**src/rtl/code_defs_pkg.sv**
```systemverilog
// Shared 10GBASE-R receive definitions: sync-header codes, link FSM states and
// status field widths.
package code_defs_pkg;

    localparam logic [1:0] SYNC_DATA = 2'b01;
    localparam logic [1:0] SYNC_CTRL = 2'b10;

    localparam int BER_COUNT_W = 6;
    localparam int RELOCK_W    = 8;

    typedef enum logic [1:0] {
        RESET,
        WAIT_LOCK,
        LINK_UP,
        HI_BER
    } pcs_link_state_t;

    // 2'b00 and 2'b11 are the only illegal sync headers.
    function automatic logic header_ok(input logic [1:0] header);
        return (header == SYNC_DATA) || (header == SYNC_CTRL);
    endfunction

endpackage

```
**src/rtl/pcs_rx_link_ctrl_if.sv**
```systemverilog
// Header stream from the RX gearbox plus link status back to the MAC and
// management side.
interface pcs_rx_link_ctrl_if;
    import code_defs_pkg::*;

    logic [1:0]             i_header;
    logic                   i_header_valid;
    logic                   i_slip;
    logic                   o_rx_pcs_reset;
    logic                   o_link_up;
    logic                   o_hi_ber;
    logic [BER_COUNT_W-1:0] o_ber_count;
    logic [RELOCK_W-1:0]    o_relock_count;

    modport master (
        output i_header, i_header_valid, i_slip,
        input  o_rx_pcs_reset, o_link_up, o_hi_ber, o_ber_count, o_relock_count
    );

    modport slave (
        input  i_header, i_header_valid, i_slip,
        output o_rx_pcs_reset, o_link_up, o_hi_ber, o_ber_count, o_relock_count
    );

endinterface

```
**src/rtl/ber_window_mon.sv**
```systemverilog
// Fixed-length BER window: free-running window timer plus a saturating count
// of invalid sync headers seen inside the current window.
module ber_window_mon
    import code_defs_pkg::*;
#(
    parameter int BER_WINDOW = 40283,
    parameter int BER_THRESH = 16
) (
    input  logic                   clk,
    input  logic                   clear,
    input  logic                   invalid,
    output logic                   window_end,
    output logic                   thresh_hit,
    output logic [BER_COUNT_W-1:0] count
);

    localparam int                     WIN_W    = $clog2(BER_WINDOW + 1);
    localparam logic [WIN_W-1:0]       WIN_LAST = WIN_W'(BER_WINDOW - 1);
    localparam logic [BER_COUNT_W-1:0] CNT_MAX  = '1;

    logic [WIN_W-1:0]       timer;
    logic [BER_COUNT_W-1:0] count_next;

    // The strobe on the final window cycle is folded in before the verdict.
    assign count_next = (invalid && count != CNT_MAX) ? count + 1'b1 : count;
    assign window_end = (timer == WIN_LAST);
    assign thresh_hit = int'(count_next) >= BER_THRESH;

    // NOTE: sequential state uses non-blocking assignments so every flop
    // samples the pre-edge values, independent of statement order.
    always_ff @(posedge clk) begin
        if (clear || window_end) begin
            timer <= '0;
            count <= '0;
        end else begin
            timer <= timer + 1'b1;
            count <= count_next;
        end
    end

endmodule

```
**src/rtl/pcs_rx_link_ctrl.sv**
```systemverilog
// PCS receive link controller: sequences RX reset, qualifies block lock and
// supervises BER, re-resetting the RX path when recovery stalls.
module pcs_rx_link_ctrl
    import code_defs_pkg::*;
#(
    parameter int RESET_CYCLES = 16,
    parameter int LOCK_GOOD    = 64,
    parameter int LOCK_TIMEOUT = 65536,
    parameter int BER_WINDOW   = 40283,
    parameter int BER_THRESH   = 16,
    parameter int HIBER_LIMIT  = 8
) (
    input  logic               i_clk,
    input  logic               i_reset,
    pcs_rx_link_ctrl_if.slave  link
);

    localparam int TMR_MAX = (LOCK_TIMEOUT > RESET_CYCLES) ? LOCK_TIMEOUT : RESET_CYCLES;
    localparam int TMR_W   = $clog2(TMR_MAX + 1);
    localparam int GOOD_W  = $clog2(LOCK_GOOD + 1);
    localparam int FAIL_W  = $clog2(HIBER_LIMIT + 1);

    localparam logic [TMR_W-1:0]    TMR_SAT     = TMR_W'(TMR_MAX);
    localparam logic [TMR_W-1:0]    RST_LAST    = TMR_W'(RESET_CYCLES - 1);
    localparam logic [TMR_W-1:0]    TIMEOUT     = TMR_W'(LOCK_TIMEOUT);
    localparam logic [GOOD_W-1:0]   GOOD_TARGET = GOOD_W'(LOCK_GOOD);
    localparam logic [FAIL_W-1:0]   FAIL_LAST   = FAIL_W'(HIBER_LIMIT - 1);
    localparam logic [RELOCK_W-1:0] RELOCK_MAX  = '1;

    pcs_link_state_t        state;
    pcs_link_state_t        state_next;
    logic                   relock_evt;
    logic [TMR_W-1:0]       timer;
    logic [GOOD_W-1:0]      good_cnt;
    logic [FAIL_W-1:0]      fail_cnt;
    logic [RELOCK_W-1:0]    relock_cnt;
    logic                   rx_pcs_reset;
    logic                   link_up;
    logic                   hi_ber;
    logic                   hdr_good;
    logic                   hdr_bad;
    logic                   win_clear;
    logic                   window_end;
    logic                   thresh_hit;
    logic [BER_COUNT_W-1:0] ber_count;

    assign hdr_good = link.i_header_valid &&  header_ok(link.i_header);
    assign hdr_bad  = link.i_header_valid && !header_ok(link.i_header);

    // The window only runs in LINK_UP/HI_BER and restarts on every state entry.
    assign win_clear = i_reset || (state_next != state) ||
                       (state == RESET) || (state == WAIT_LOCK);

    ber_window_mon #(
        .BER_WINDOW (BER_WINDOW),
        .BER_THRESH (BER_THRESH)
    ) u_ber_mon (
        .clk        (i_clk),
        .clear      (win_clear),
        .invalid    (hdr_bad),
        .window_end (window_end),
        .thresh_hit (thresh_hit),
        .count      (ber_count)
    );

    // NOTE: every variable assigned here gets a default first, so no path can
    // leave it unassigned and infer a latch.
    always_comb begin
        state_next = state;
        relock_evt = 1'b0;
        case (state)
            RESET: begin
                if (timer == RST_LAST) state_next = WAIT_LOCK;
            end
            WAIT_LOCK: begin
                if (good_cnt == GOOD_TARGET) begin
                    state_next = LINK_UP;
                end else if (timer == TIMEOUT) begin
                    state_next = RESET;
                    relock_evt = 1'b1;
                end
            end
            LINK_UP: begin
                if (link.i_slip)     state_next = WAIT_LOCK;
                else if (thresh_hit) state_next = HI_BER;
            end
            HI_BER: begin
                if (link.i_slip) begin
                    state_next = WAIT_LOCK;
                end else if (window_end) begin
                    if (!thresh_hit) begin
                        state_next = LINK_UP;
                    end else if (fail_cnt == FAIL_LAST) begin
                        state_next = RESET;
                        relock_evt = 1'b1;
                    end
                end
            end
            default: state_next = RESET;
        endcase
    end

    always_ff @(posedge i_clk) begin
        if (i_reset) begin
            state        <= RESET;
            timer        <= '0;
            good_cnt     <= '0;
            fail_cnt     <= '0;
            relock_cnt   <= '0;
            rx_pcs_reset <= 1'b1;
            link_up      <= 1'b0;
            hi_ber       <= 1'b0;
        end else begin
            state        <= state_next;
            rx_pcs_reset <= (state_next == RESET);
            link_up      <= (state_next == LINK_UP);
            hi_ber       <= (state_next == HI_BER);

            if (relock_evt && relock_cnt != RELOCK_MAX) relock_cnt <= relock_cnt + 1'b1;

            if (state_next != state) begin
                timer    <= '0;
                good_cnt <= '0;
                fail_cnt <= '0;
            end else begin
                if (timer != TMR_SAT) timer <= timer + 1'b1;

                if (state == WAIT_LOCK) begin
                    if (link.i_slip || hdr_bad)
                        good_cnt <= '0;
                    else if (hdr_good && good_cnt != GOOD_TARGET)
                        good_cnt <= good_cnt + 1'b1;
                end

                // The last allowed failure leaves HI_BER, so this never exceeds the limit.
                if (state == HI_BER && window_end && thresh_hit) fail_cnt <= fail_cnt + 1'b1;
            end
        end
    end

    assign link.o_rx_pcs_reset = rx_pcs_reset;
    assign link.o_link_up      = link_up;
    assign link.o_hi_ber       = hi_ber;
    assign link.o_ber_count    = ber_count;
    assign link.o_relock_count = relock_cnt;

endmodule
```
**src/flat_wrapper.sv**
```systemverilog
// flat-port wrapper written by rule: the top's interface ports become plain ports
module pcs_rx_link_ctrl_flat import code_defs_pkg::*;
#(
    parameter int RESET_CYCLES = 16,
    parameter int LOCK_GOOD    = 64,
    parameter int LOCK_TIMEOUT = 65536,
    parameter int BER_WINDOW   = 40283,
    parameter int BER_THRESH   = 16,
    parameter int HIBER_LIMIT  = 8
)
  (i_clk, i_reset, link_i_header, link_i_header_valid, link_i_slip, link_o_rx_pcs_reset, link_o_link_up, link_o_hi_ber, link_o_ber_count, link_o_relock_count);
  pcs_rx_link_ctrl_if link_i ();
  input  logic i_clk;
  input  logic i_reset;
  input wire logic [$bits(link_i.i_header)-1:0] link_i_header;
  input wire logic [$bits(link_i.i_header_valid)-1:0] link_i_header_valid;
  input wire logic [$bits(link_i.i_slip)-1:0] link_i_slip;
  output wire logic [$bits(link_i.o_rx_pcs_reset)-1:0] link_o_rx_pcs_reset;
  output wire logic [$bits(link_i.o_link_up)-1:0] link_o_link_up;
  output wire logic [$bits(link_i.o_hi_ber)-1:0] link_o_hi_ber;
  output wire logic [$bits(link_i.o_ber_count)-1:0] link_o_ber_count;
  output wire logic [$bits(link_i.o_relock_count)-1:0] link_o_relock_count;
  assign link_i.i_header = link_i_header;
  assign link_i.i_header_valid = link_i_header_valid;
  assign link_i.i_slip = link_i_slip;
  assign link_o_rx_pcs_reset = link_i.o_rx_pcs_reset;
  assign link_o_link_up = link_i.o_link_up;
  assign link_o_hi_ber = link_i.o_hi_ber;
  assign link_o_ber_count = link_i.o_ber_count;
  assign link_o_relock_count = link_i.o_relock_count;
  pcs_rx_link_ctrl #(.RESET_CYCLES(RESET_CYCLES), .LOCK_GOOD(LOCK_GOOD), .LOCK_TIMEOUT(LOCK_TIMEOUT), .BER_WINDOW(BER_WINDOW), .BER_THRESH(BER_THRESH), .HIBER_LIMIT(HIBER_LIMIT)) u_core (.i_clk(i_clk), .i_reset(i_reset), .link(link_i));
endmodule
```
**config.mk**
```make
export PLATFORM = sky130hd
export DESIGN_NAME = pcs_rx_link_ctrl_flat
export DESIGN_NICKNAME = d
export VERILOG_FILES = /design/src/rtl/code_defs_pkg.sv /design/src/rtl/pcs_rx_link_ctrl_if.sv /design/src/rtl/ber_window_mon.sv /design/src/rtl/pcs_rx_link_ctrl.sv /design/src/flat_wrapper.sv
export SDC_FILE = /design/constraint.sdc
export NUM_CORES = 1
export LEC_CHECK = 0
export CORE_MARGIN = 1.5
export CORE_UTILIZATION = 57
export CTS_BUF_LIST = sky130_fd_sc_hd__clkbuf_8
export DETAILED_ROUTE_END_ITERATION = 7
export PLACE_DENSITY = 0.88
export SLEW_MARGIN = 5
export SYNTH_ARGS = -nofsm -noshare
export SYNTH_HDL_FRONTEND = slang
export SYNTH_HIERARCHICAL = 1
export SYNTH_SLANG_ARGS = --single-unit
```
**constraint.sdc**
```tcl
create_clock -name i_clk -period 3.4 [get_ports i_clk]
set_clock_uncertainty 0.1 [all_clocks]
set_input_delay 0.34 -clock i_clk [delete_from_list [all_inputs] [get_ports i_clk]]
set_output_delay 0.34 -clock i_clk [all_outputs]
set_load 0.03 [all_outputs]
```
After elaboration in Yosys (flattened, before gate mapping)
Index checks and enable logic that the tools add are counted.
- $add $sub $neg: 6
- magnitude comparators: 1
- equal/unequal tests: 17
- muxes and demuxes: 20
- reductions and logical operators: 19
- operators by type and width (cell ; count):
    $mux 2 ; 9
    $add 17x1->17 const B ; 1
    $eq 17x17->1 const B ; 1
    $eq 17x4->1 const B ; 1
    $ne 17x17->1 const B ; 1
    $add 16x1->16 const B ; 1
    $eq 16x16->1 const B ; 1
    $mux 7 ; 2
    $eq 2x2->1 const B ; 5
    $add 8x1->8 const B ; 1
    $ne 8x8->1 const B ; 1
    $pmux 2 s4 ; 1
    $add 7x1->7 const B ; 1
    $eq 7x7->1 const B ; 1
    $logic_and 1x1->1 ; 7
    $ne 7x7->1 const B ; 1
    $add 6x1->6 const B ; 1
    $ge 6x5->1 const B ; 1
    $logic_or 1x1->1 ; 6
    $mux 1 ; 6
    $mux 6 ; 1
    $ne 6x6->1 const B ; 1
    $add 4x1->4 const B ; 1
    $eq 2x1->1 const B ; 2
    other kinds (8) ; 9
- bits in registers: 63
- input bits: 6
- output and inout port bits: 17
- word-level logic and storage cells: 73

Logic depth before layout (Yosys ltp)
Gate-level depths: netlist of run 1.
- depth in word-level cells: 16
- mapped depth: 16
- gate-level depth less buffers: 13

Cells and area by module
The synthesis of run 1 kept the hierarchy.
- by module, submodules not included (module ; instances ; cells each ; area each (sq um) ; sequential area each (sq um)):
    pcs_rx_link_ctrl ; 1 ; 244 ; 2142.1 ; 820.8
    ber_window_mon ; 1 ; 119 ; 1068.5 ; 440.4

Least setup slack after synthesis of run 1
No wires, ideal clock.
- kind: flip-flop to flip-flop
- start: register u_core.u_ber_mon.count[0]
- end: register u_core.u_ber_mon.timer[15]
- library setup time: 0.070 ns
- data arrival time: 3.059 ns
- data required time: 3.230 ns
- slack: 0.171 ns
- cell stages (with the launch flop): 16
- path buffers: 3
- clock period less this slack: 3.229 ns
- cells stage by stage: dfxtp_1 -> ha_1 -> nand3_1 -> o31ai_1 -> nand2b_1 -> and4_1 -> buf_4 -> a221oi_2 -> o211ai_1 -> mux2_2 -> buf_2 -> or2_1 -> inv_1 -> o41ai_4 -> buf_6 -> a21oi_1
- word-level cells in the longest chain between the ends: 13
- elaborated cells on any way between the ends: 16
- those cells by class: add/sub: 1; order compare: 1; eq/ne: 2; mux: 7; reduce/logical: 5
- RTL lines (item ; line ; RTL):
    start: declaration ; ber_window_mon.sv:14 ; output logic [BER_COUNT_W-1:0] count
    start signal: assignment ; ber_window_mon.sv:37 ; count <= count_next;
    branches (longest 2 deep; another with $add 6x1->6) ; -- ;
    $mux 6 (*) ; ber_window_mon.sv:25 ; assign count_next = (invalid && count != CNT_MAX) ? count + 1'b1 : count;
    $ge 6x5->1 (*) ; ber_window_mon.sv:27 ; assign thresh_hit = int'(count_next) >= BER_THRESH;
    named net u_core.thresh_hit ; pcs_rx_link_ctrl.sv:44 ; logic thresh_hit;
    $mux 2 ; pcs_rx_link_ctrl.sv:91 ; if (!thresh_hit) begin
    $mux 2 ; pcs_rx_link_ctrl.sv:90 ; end else if (window_end) begin
    $mux 2 ; pcs_rx_link_ctrl.sv:88 ; if (link.i_slip) begin
    $pmux 2 s4 (*) ; pcs_rx_link_ctrl.sv:71 ; case (state)
    $ne 2x2->1 (*) ; pcs_rx_link_ctrl.sv:51 ; assign win_clear = i_reset || (state_next != state) ||
    $logic_or 1x1->1 (*) (2 in a row) ; pcs_rx_link_ctrl.sv:51 ;
    $logic_or 1x1->1 (*) ; pcs_rx_link_ctrl.sv:52 ; (state == RESET) || (state == WAIT_LOCK);
    named net u_core.win_clear ; pcs_rx_link_ctrl.sv:42 ; logic win_clear;
    $logic_or 1x1->1 (*) ; ber_window_mon.sv:32 ; if (clear || window_end) begin
    end signal: assignment ; ber_window_mon.sv:36 ; timer <= timer + 1'b1;
    end: declaration ; ber_window_mon.sv:21 ; logic [WIN_W-1:0] timer;
Mark *: on every way through the listed nets, which the timed path passes.
A chain may end at the register's enable or synchronous reset.

Worst setup path after layout of run 1
- start: input link_i_header[0]
- end: register u_core.u_ber_mon.timer[14]
- word-level cells in the longest chain between the ends: 16
- elaborated cells on any way between the ends: 19
- those cells by class: order compare: 1; eq/ne: 3; mux: 7; reduce/logical: 8
- RTL lines (item ; line ; RTL):
    start: declaration ; flat_wrapper.sv:15 ; input wire logic [$bits(link_i.i_header)-1:0] link_i_header;
    $eq 2x1->1 / $eq 2x2->1 (equally long branches) ; code_defs_pkg.sv:20 ; return (header == SYNC_DATA) || (header == SYNC_CTRL);
    $logic_or 1x1->1 (*) ; code_defs_pkg.sv:20 ;
    $logic_not 1->1 (*) ; pcs_rx_link_ctrl.sv:48 ; assign hdr_bad = link.i_header_valid && !header_ok(link.i_header);
    $logic_and 1x1->1 (*) ; pcs_rx_link_ctrl.sv:48 ;
    named net u_core.hdr_bad ; pcs_rx_link_ctrl.sv:41 ; logic hdr_bad;
    $logic_and 1x1->1 (*) ; ber_window_mon.sv:25 ;
    $mux 6 (*) ; ber_window_mon.sv:25 ;
    $ge 6x5->1 (*) ; ber_window_mon.sv:27 ;
    named net u_core.thresh_hit ; pcs_rx_link_ctrl.sv:44 ;
    [... 1 more ...] ; -- ;
    $mux 2 ; pcs_rx_link_ctrl.sv:90 ;
    $mux 2 ; pcs_rx_link_ctrl.sv:88 ;
    $pmux 2 s4 (*) ; pcs_rx_link_ctrl.sv:71 ;
    $ne 2x2->1 (*) ; pcs_rx_link_ctrl.sv:51 ;
    $logic_or 1x1->1 (*) (2 in a row) ; pcs_rx_link_ctrl.sv:51 ;
    $logic_or 1x1->1 (*) ; pcs_rx_link_ctrl.sv:52 ;
    named net u_core.win_clear ; pcs_rx_link_ctrl.sv:42 ;
    $logic_or 1x1->1 (*) ; ber_window_mon.sv:32 ;
Mark *: on every way through the listed nets, which the timed path passes. The rest lies on a longest branch.

==> results.yml, run 1 <==
route:
  firstDrtPassIters: 5
  antenna_left: 0
  drcViolationCount: 0
  via_count: 2651
  viasPerCell: 5.593
  wl_per_cell_um: 13.52
  drt_iter0_markers: 72
  wl_um: 6410
power_and_ir_drop:
  p_comb_frac: 0.033
  clkPwrFrac: 0.401
  p_seq_frac: 0.566
  swShare: 0.2302
  p_per_area_mw_per_mm2: 357.2
  max-vdd-ir-drop_v: 0.0002882
  p_switching_w: 0.0003027
  p_int_w: 0.001013
  leakage_nw: 1.233
cts:
  cts_buffers: 9
  htreeDepth: 3
  clock_latency_ns: 0.34
  clk_pin_slew_worst_paths_ns: 0.07
  clock_sinks: 63
  cts_tree: "yes"
  clockBufferDepth: 2
  cts_root_buffer: "clkbuf_8"
floorplan:
  dieArea_mm2: 0.006092
  die_h_um: 78.05
  io_pins: 23
  initial_core_util: 0.5866
  fp-row-count: 27
  design.core.area_mm2: 0.005473
  die_w_um: 78.05
timing:
  hold_viol: 0
  period_minus_slack_ns: 3.173
  setup-tns-final_ns: 0
  rsz0062_at_grt: "no"
  setup_viol: 0
  max_freq_mhz: 315.2
  maxSlewViolCount: 0
  worst_pin_slew_ns: 0.6396
  maxSlewHeadroom: 0.5721
  min_period_over_period: 0.9331
yosys:
  synth_edf_count: 0
  seq_area_frac_synth: 0.3928
  synthArstFlopShare: 0
  synth_area_mm2: 0.003211
  yosysUniqueCellTypes: 61
  synth_cells: 363
  syn_avg_cell_area_um2: 8.845
  yosysWarnings: 6
  syn_nets: 378
  ys_ff_latch: 63
  synth_ff_type: "dfxtp_1"
worst_setup_path:
  path_cells: "clkdlybuf4s50_1 > xor2_1 > nor2_1 > buf_4 > a41o_1 > o31ai_1 > nand2b_1 > and4_1 > a221oi_2 > o211ai_1 > mux2_2 > or2_1 > inv_1 > o41ai_4 > buf_4 > nor2_1"
  slowest_delay_ns: 0.47
  crit_path_max_fanout: 11
  path_buf_inv: 4
  required_ns: 3.58
  cp-start-kind: "primary input"
  crit_slowest_cell: "clkdlybuf4s50_1"
  crit_arrival_ns: 3.36
  cp_top_family: "buffers and inverters"
  crit_type: "primary input to register"
  worstSetupEndpointType: "register"
layout:
  final_util: 0.6728
  layout_common_cells: "63 x dfxtp_1, 60 x nor2_1, 27 x xnor2_1"
  layout-drive-gt1-share: 0.1144
  stdcell_area_mm2: 0.003682
  nets: 412
  syn_to_final_growth_pct: 14.69
  diodes: 0
  final_common_cell: "dfxtp_1"
global_route:
  grt_overflow: 0
  grt_pass1_vias: 2609
  track_usage: 0.2277
  grt_pass1_wl_um: 10980
  grt_max_degree: 29
  antenna_found_initial: 0
placed_design:
  dp_hpwl_um: 4570
  gp_congestion: 0.8570
  postPlaceCellArea_mm2: 0.003510
  io_buffers: 22
hold_path:
  min_path_type: "register to register"
flow_run:
  maxCapViolations: 0
run_status:
  status: "finished, final reports clean"
-- tightest hold or removal path: cells and delay by family (launching register included) --
family	cells	cell delay, ns
AO/OA/AOI/OAI	1	0.05
AND/OR/NAND/NOR	1	0.06
flip-flops	1	0.32
-- power groups by stage --
stage / combinational [W] / clock, W / sequential [W]
after floorplan: 0.0000256 / 0 / 0.000760
after global placement: 0.0000419 / 0 / 0.000760
after detailed placement: 0.0000430 / 0 / 0.000761
after CTS: 0.0000432 / 0.000543 / 0.000744
after global routing: 0.0000473 / 0.000579 / 0.000744
final: 0.0000432 / 0.000528 / 0.000744
-- metrics by stage --
step | hold slack, ns | total power, W | instances | setup slack [ns]
6_report | 0.3827 | 0.001315 | 474 | 0.2274
5_1_grt | 0.4195 | 0.001370 | 474 | 0.004139
4_1_cts | 0.3846 | 0.001330 | 472 | 0.2452
3_5_place_dp | 0.3744 | 0.0008038 | 456 | -0.09833
3_3_place_gp | 0.3565 | 0.0008024 | 456 | -0.001125
2_1_floorplan | 0.3405 | 0.0007858 | 363 | 0.1715
-- path summary, 6_finish.rpt --
kind	to	depth (start not counted)	start	slack [ns]
worst min-delay path	u_core/fail_cnt[1]$_SDFFE_PP0P_	2	u_core/fail_cnt[1]$_SDFFE_PP0P_	0.38
worst min register to register	u_core/fail_cnt[1]$_SDFFE_PP0P_	2	u_core/fail_cnt[1]$_SDFFE_PP0P_	0.38
worst max-delay path	u_core/u_ber_mon/timer[14]$_SDFF_PP0_	16	link_i_header[0]	0.23
worst max register to register	u_core/u_ber_mon/timer[14]$_SDFF_PP0_	13	u_core/u_ber_mon/count[0]$_SDFF_PP0_	0.33
-- routing by layer --
layer / wire, µm / vias up / part of all wire / global-route usage
met2: 3351 / 41 / 0.52 / 0.4122
met5: 0 / - / 0 / 0
met4: 70 / 0 / 0.011 / 0.09643
li1: - / 1346 / - / -
met1: 2769 / 1254 / 0.43 / 0.2454
met3: 219 / 10 / 0.034 / 0.06744
-- synth_stat cells (all sizes together) (3+ instances only) --
cell type,instances,area share
and4,4,0.011
and3,3,0.0062
nor4,12,0.041
o21ai,6,0.0094
or3,4,0.0078
a21oi,11,0.017
nor2,60,0.070
or2,3,0.0058
dfxtp,63,0.39
nor3,11,0.017
xor2,11,0.030
nand3b,4,0.0094
xnor2,27,0.074
nand3,21,0.037
nand2,21,0.025
nand4,11,0.023
buf,11,0.028
inv,22,0.026
ha,9,0.035
o31ai,7,0.016
or4,5,0.012
-- state kept, by name, summed over array words and instances, names as in the netlist, named ones only --
name,count
u_core/timer,17
u_core/u_ber_mon/timer,16
u_core/link.o_relock_count,8
u_core/good_cnt,7
u_core/fail_cnt,4
u_core/u_ber_mon/count,3
u_core/state,2
u_core/link.o_hi_ber,1
u_core/link.o_link_up,1
u_core/link.o_rx_pcs_reset,1
-- repair_timing --
action | 4_1_cts | 5_1_grt
setup buffers | 0 | 2
endpoints found under the setup margin | 0 | 2
hold buffers | 0 | 0
endpoints found under the hold margin | 0 | 0
resized for setup | 0 | 0
-- cell families after synthesis --
| kind of cell | after synthesis | synth area share |
|---|---|---|
| AOI/OAI and AO/OA | 43 | 0.1044 |
| xor gates and xnor gates | 38 | 0.1037 |
| adders and majority gates | 9 | 0.03507 |
| buffers and inverters | 35 | 0.05728 |
| DFF | 63 | 0.3928 |
| muxes | 3 | 0.01013 |
| and+or+nand+nor | 172 | 0.2966 |
-- cell type report --
cell class | instances | area (µm²)
inverters | 22 | 82.58
flip-flops and latches | 63 | 1261
clock inverters | 7 | 33.78
repair buffers | 36 | 325.3
well taps | 72 | 90.09
fillers | 448 | 1790
multi-input cells | 265 | 1765
clock buffers | 9 | 123.9
No activity file was read; power rests on OpenSTA's default activity.
==> run 2, diff against run 1 <==
- CORE_MARGIN: 1.5 -> not set
- CTS_BUF_LIST: sky130_fd_sc_hd__clkbuf_8 -> not set
- HOLD_SLACK_MARGIN: not set -> 0.06
==> run 2 against run 1 <==
  * Via count up 1.6%
  * Maximum frequency down 1.6%
  * First-iteration DRC count up 68%
  * Total power up 13%
  * Largest cell class unchanged
  * Largest power group unchanged
==> results.yml, run 2 (synthesis gave the netlist of run 1 again) <==
run_status:
  status: "finished, final reports clean"
route:
  firstDrtPassIters: 4
  wl_per_cell_um: 14.29
  drt_iter0_markers: 121
  highest_layer: "met4"
  met1_length_um: 2864
  antenna_left: 0
  met3_length_um: 270
  wl_um: 6772
  via_count: 2693
  wl_met2_um: 3516
  viasPerCell: 5.681
  drcViolationCount: 0
global_route:
  grt_pass1_vias: 2613
  grt_overflow: 0
  track_usage: 0.2483
  grt_pass1_wl_um: 11650
  grt_max_degree: 29
  antenna_found_initial: 0
hold_path:
  hold_depth: 1
  min_to: "u_core/u_ber_mon/timer[0]$_SDFF_PP0_"
  min_path_type: "register to register"
  min_from: "u_core/u_ber_mon/timer[0]$_SDFF_PP0_"
worst_setup_path:
  reg2reg_depth: 13
  required_ns: 3.57
  path_buf_inv: 3
  crit_path_max_fanout: 6
  regToRegStartpoint: "u_core/u_ber_mon/count[0]$_SDFF_PP0_"
  slowest_delay_ns: 0.41
  cp-start-kind: "primary input"
  worstSetupEndpointType: "register"
  crit_arrival_ns: 3.40
  regToRegEndpoint: "u_core/u_ber_mon/timer[11]$_SDFF_PP0_"
  reg2reg_slack_ns: 0.24
  crit_slowest_cell: "clkdlybuf4s50_1"
  cp_top_family: "simple AND/OR/NAND/NOR gates"
  crit_type: "primary input to register"
  path_cells: "clkdlybuf4s50_1 > xor2_1 > nor2_2 > nand3_2 > o31ai_2 > nand2b_1 > and4_1 > a221oi_2 > o211ai_1 > mux2_2 > or2_1 > inv_1 > o41ai_4 > buf_4 > nor2_1"
placed_design:
  io_buffers: 22
  dp_cells: 454
  place_ws_ns: -0.1615
  gp_congestion: 0.8395
  dp_hpwl_um: 4618
cts:
  htreeDepth: 3
  clockBufferDepth: 2
  cts_root_buffer: "clkbuf_8"
  cts_tree: "yes"
  clock_latency_ns: 0.34
  cts_hold_buf: 0
  clock_sinks: 63
  cts_buffers: 9
  clk_pin_slew_worst_paths_ns: 0.07
timing:
  hold_viol: 0
  setup_viol: 0
  min_period_over_period: 0.9482
  fin_worst_hold_slack_ns: 0.3849
  worst_pin_slew_ns: 0.6864
  max_freq_mhz: 310.2
  setup_ws_ns: 0.1760
  maxSlewHeadroom: 0.5374
  period_minus_slack_ns: 3.224
  maxSlewViolCount: 0
power_and_ir_drop:
  p_per_area_mw_per_mm2: 393.3
  leakage_nw: 1.251
  max-vdd-ir-drop_v: 0.0003915
layout:
  final_common_cell: "dfxtp_1"
  regMostFlops: "u_core/timer"
  fill_cells: 403
  syn_to_final_growth_pct: 17.23
  layout-drive-gt1-share: 0.1262
  final_cells: 474
  nets: 414
  layout_common_cells: "63 x dfxtp_1, 59 x nor2_1, 27 x xnor2_1"
  regArea_mm2: 0.001261
  diodes: 0
  multi_input_area_mm2: 0.001794
  largest_register_ffs: 17
floorplan:
  fp-row-count: 26
  dieArea_mm2: 0.005937
  design.core.area_mm2: 0.005270
  die_h_um: 77.05
  die_w_um: 77.05
  io_pins: 23
  initial_core_util: 0.6092
flow_run:
  maxCapViolations: 0
[run 2: metal layers]
metal / up-vias / track usage
li1: 1353 / -
met1: 1269 / 0.2762
met2: 59 / 0.4402
met3: 12 / 0.06667
met4: 0 / 0.1113
met5: - / 0
[run 2: worst reg2reg max path, delay by kind of cell, from the launching register on]
family | cells | cell delay [ns]
buffers and inverters | 2 | 0.32
muxes | 1 | 0.31
adders and majority gates | 1 | 0.31
AOI/OAI and AO/OA | 4 | 0.88
and+or+nand+nor | 5 | 0.76
DFF | 1 | 0.40
[run 2: what timing repair did]
action / in CTS / in global routing
gates resized for setup: 0 / 3
buffers inserted: 0 / 3
endpoints found under the setup margin: 0 / 15
[run 2: report_power, final]
part,leakage [nW],internal (W),switching [W]
clock,0.104,0.000411,0.000279
sequential,0.508,0.000741,0.00000341
combinational,0.639,0.0000206,0.0000251
[run 2: cell type report]
type | count | share of cell area
well taps | 70 | 0.02327
inverters | 22 | 0.02194
clock inverters | 4 | 0.01862
repair buffers | 37 | 0.08843
flip-flops and latches | 63 | 0.3351
clock buffers | 12 | 0.03590
multi-input cells | 266 | 0.4767
[run 2: how the worst max path moves through the flow]
| stage | startpoint | end | cells after the start | slack (ns) |
|---|---|---|---|---|
| finish | link_i_header[1] | u_core/u_ber_mon/timer[11]$_SDFF_PP0_ | 15 | 0.18 |
| global route | link_i_header[1] | u_core/u_ber_mon/timer[11]$_SDFF_PP0_ | 15 | -0.03 |
| CTS | link_i_header[1] | u_core/u_ber_mon/timer[11]$_SDFF_PP0_ | 15 | 0.12 |
| detailed placement | link_i_header[1] | u_core/u_ber_mon/timer[11]$_SDFF_PP0_ | 15 | -0.16 |
| global placement | link_i_header[1] | u_core/u_ber_mon/timer[5]$_SDFF_PP0_ | 15 | 0.02 |
| floorplan | u_core/u_ber_mon/count[0]$_SDFF_PP0_ | u_core/u_ber_mon/timer[15]$_SDFF_PP0_ | 15 | 0.17 |
[run 2: through the flow]
step | power [W] | area, µm² | setup TNS (ns) | util
floorplan | 0.0007858 | 3211 | 0 | -
global placement | 0.0008011 | 3507 | 0 | 0.6655
detailed placement | 0.0008024 | 3507 | -1.720 | 0.6655
CTS | 0.001491 | 3712 | 0 | 0.7044
global route | 0.001534 | 3764 | -0.07847 | 0.7142
finish | 0.001480 | 3764 | 0 | 0.7142
==> run 3, diff against run 2 <==
- PLACE_DENSITY: 0.88 -> 0.78
- TNS_END_PERCENT: not set -> 30
==> run 3 against run 2 <==
  * Sequential power about the same
  * Cell area shrank 1.3%
  * Non-clock buffer count fell by 5
  * Count of clock-buffer cells in the layout is 2 lower
  * Worst setup slack gained 0.14 ns
  * Highest routed layer unchanged
  * Core utilization shrank 0.95 points
  * Maximum frequency grew 4.6%
==> results.yml, run 3 (synthesis gave the netlist of run 1 again) <==
power_and_ir_drop:
  p_per_area_mw_per_mm2: 405.3
  max-vdd-ir-drop_v: 0.0002849
  leakage_nw: 1.238
worst_setup_path:
  regToRegEndpoint: "u_core/u_ber_mon/timer[14]$_SDFF_PP0_"
  path_common_cell: "nor2_1"
  regToRegStartpoint: "u_core/u_ber_mon/timer[2]$_SDFF_PP0_"
  path_cells: "clkdlybuf4s50_1 > xor2_1 > nor2_1 > nand3_1 > o31ai_1 > nand2b_1 > and4_1 > a221oi_2 > o211ai_1 > mux2_2 > or2_1 > inv_1 > o41ai_4 > buf_4 > nor2_1"
  crit_slowest_cell: "clkdlybuf4s50_1"
  cp_top_family: "simple AND/OR/NAND/NOR gates"
  crit_path_max_fanout: 12
  endpoint: "u_core/u_ber_mon/timer[14]$_SDFF_PP0_"
  crit_arrival_ns: 3.26
  slowest_delay_ns: 0.41
  critPathLaunch: "link_i_header[1]"
  reg2reg_slack_ns: 0.37
  crit_cells: 15
  worstSetupEndpointType: "register"
  required_ns: 3.58
  cp-start-kind: "primary input"
  crit_type: "primary input to register"
  reg2reg_depth: 13
  path_buf_inv: 3
timing:
  worst_pin_slew_ns: 0.6845
  maxSlewViolCount: 0
  maxSlewHeadroom: 0.5421
  max_freq_mhz: 324.4
  min_period_over_period: 0.9066
  rsz0062_at_grt: "no"
  hold_viol: 0
  period_minus_slack_ns: 3.083
  setup_viol: 0
layout:
  final_cells: 468
  regMostFlops: "u_core/timer"
  syn_to_final_growth_pct: 15.67
  largest_register_ffs: 17
  diodes: 0
  final_util: 0.7047
  nets: 408
  final_common_cell: "dfxtp_1"
  layout_common_cells: "63 x dfxtp_1, 60 x nor2_1, 27 x xnor2_1"
  layout-drive-gt1-share: 0.1131
route:
  wl_per_cell_um: 13.21
  antenna_left: 0
  drcViolationCount: 0
  viasPerCell: 5.626
  firstDrtPassIters: 5
  drt_iter0_markers: 51
  via_count: 2633
  wl_um: 6180
global_route:
  grt_pass1_wl_um: 10450
  antenna_found_initial: 0
  grt_pass1_vias: 2445
  track_usage: 0.2205
  grt_overflow: 0
  grt_max_degree: 29
cts:
  clock_latency_ns: 0.34
  clockBufferDepth: 2
  clock_sinks: 63
  cts-resized-gates: 0
  cts_root_buffer: "clkbuf_8"
  cts_hold_buf: 0
  cts_buffers: 9
  clk_pin_slew_worst_paths_ns: 0.07
  cts_tree: "yes"
  cts_setup_buffers: 0
  htreeDepth: 3
run_status:
  status: "finished, final reports clean"
hold_path:
  hold_depth: 2
  min_path_type: "register to register"
floorplan:
  die_w_um: 77.05
  initial_core_util: 0.6092
  design.core.area_mm2: 0.005270
  io_pins: 23
  fp-row-count: 26
  die_h_um: 77.05
  dieArea_mm2: 0.005937
flow_run:
  maxCapViolations: 0
placed_design:
  dp_cells: 452
  dp_hpwl_um: 4376
  gp_congestion: 0.8197
  io_buffers: 22
-- run 3: metrics by stage --
step | power (W) | worst slack (ns) | instance area, µm² | hold WS (ns) | TNS, ns
floorplan | 0.0007858 | 0.1715 | 3211 | 0.3405 | 0
global placement | 0.0007997 | 0.04292 | 3492 | 0.3536 | 0
detailed placement | 0.0008004 | -0.02978 | 3492 | 0.3657 | -0.1100
CTS | 0.001519 | 0.3131 | 3714 | 0.3829 | 0
global route | 0.001554 | 0.01629 | 3714 | 0.3895 | 0
finish | 0.001505 | 0.3174 | 3714 | 0.3803 | 0
-- run 3: how the worst min path moves through the flow --
| stage | startpoint | to | slack [ns] |
|---|---|---|---|
| detailed placement | u_core/u_ber_mon/timer[0]$_SDFF_PP0_ | u_core/u_ber_mon/timer[0]$_SDFF_PP0_ | 0.37 |
| global placement | u_core/u_ber_mon/timer[0]$_SDFF_PP0_ | u_core/u_ber_mon/timer[0]$_SDFF_PP0_ | 0.35 |
| floorplan | u_core/u_ber_mon/timer[0]$_SDFF_PP0_ | u_core/u_ber_mon/timer[0]$_SDFF_PP0_ | 0.34 |
| global route | u_core/fail_cnt[1]$_SDFFE_PP0P_ | u_core/fail_cnt[1]$_SDFFE_PP0P_ | 0.39 |
| CTS | u_core/fail_cnt[1]$_SDFFE_PP0P_ | u_core/fail_cnt[1]$_SDFFE_PP0P_ | 0.38 |
| finish | u_core/fail_cnt[1]$_SDFFE_PP0P_ | u_core/fail_cnt[1]$_SDFFE_PP0P_ | 0.38 |
-- run 3: layout make-up --
class,instances,area [µm²]
clock buffers,10,137.6
clock inverters,6,83.83
fillers,448,1556
inverters,22,82.58
multi-input cells,265,1765
flip-flops and latches,63,1261
well taps,70,87.58
repair buffers,32,295.3
-- run 3: worst register-to-register path, cell delays in order, from the launching register on --
cell	delay, ns
dfxtp_1	0.39
nor4_2	0.28
nand3b_1	0.18
nor4_1	0.32
buf_4	0.18
inv_1	0.04
a221oi_1	0.32
o22ai_2	0.13
mux2_2	0.29
or2_1	0.20
inv_1	0.09
o41ai_4	0.16
buf_4	0.21
nor2_1	0.11
-- run 3: where the power goes --
part	leakage [nW]	switching, W	internal [W]
clock	0.116	0.000292	0.000430
combinational	0.614	0.0000221	0.0000173
sequential	0.508	0.00000336	0.000741
total	1.24	0.000317	0.00119
-- run 3: layer usage --
layer  part of all wire  vias up  track usage
met5                  0        -            0
met4              0.020        0       0.1283
met3              0.029       13      0.03571
met2               0.49       39       0.3911
met1               0.46     1240       0.2482
li1                   -     1341            -
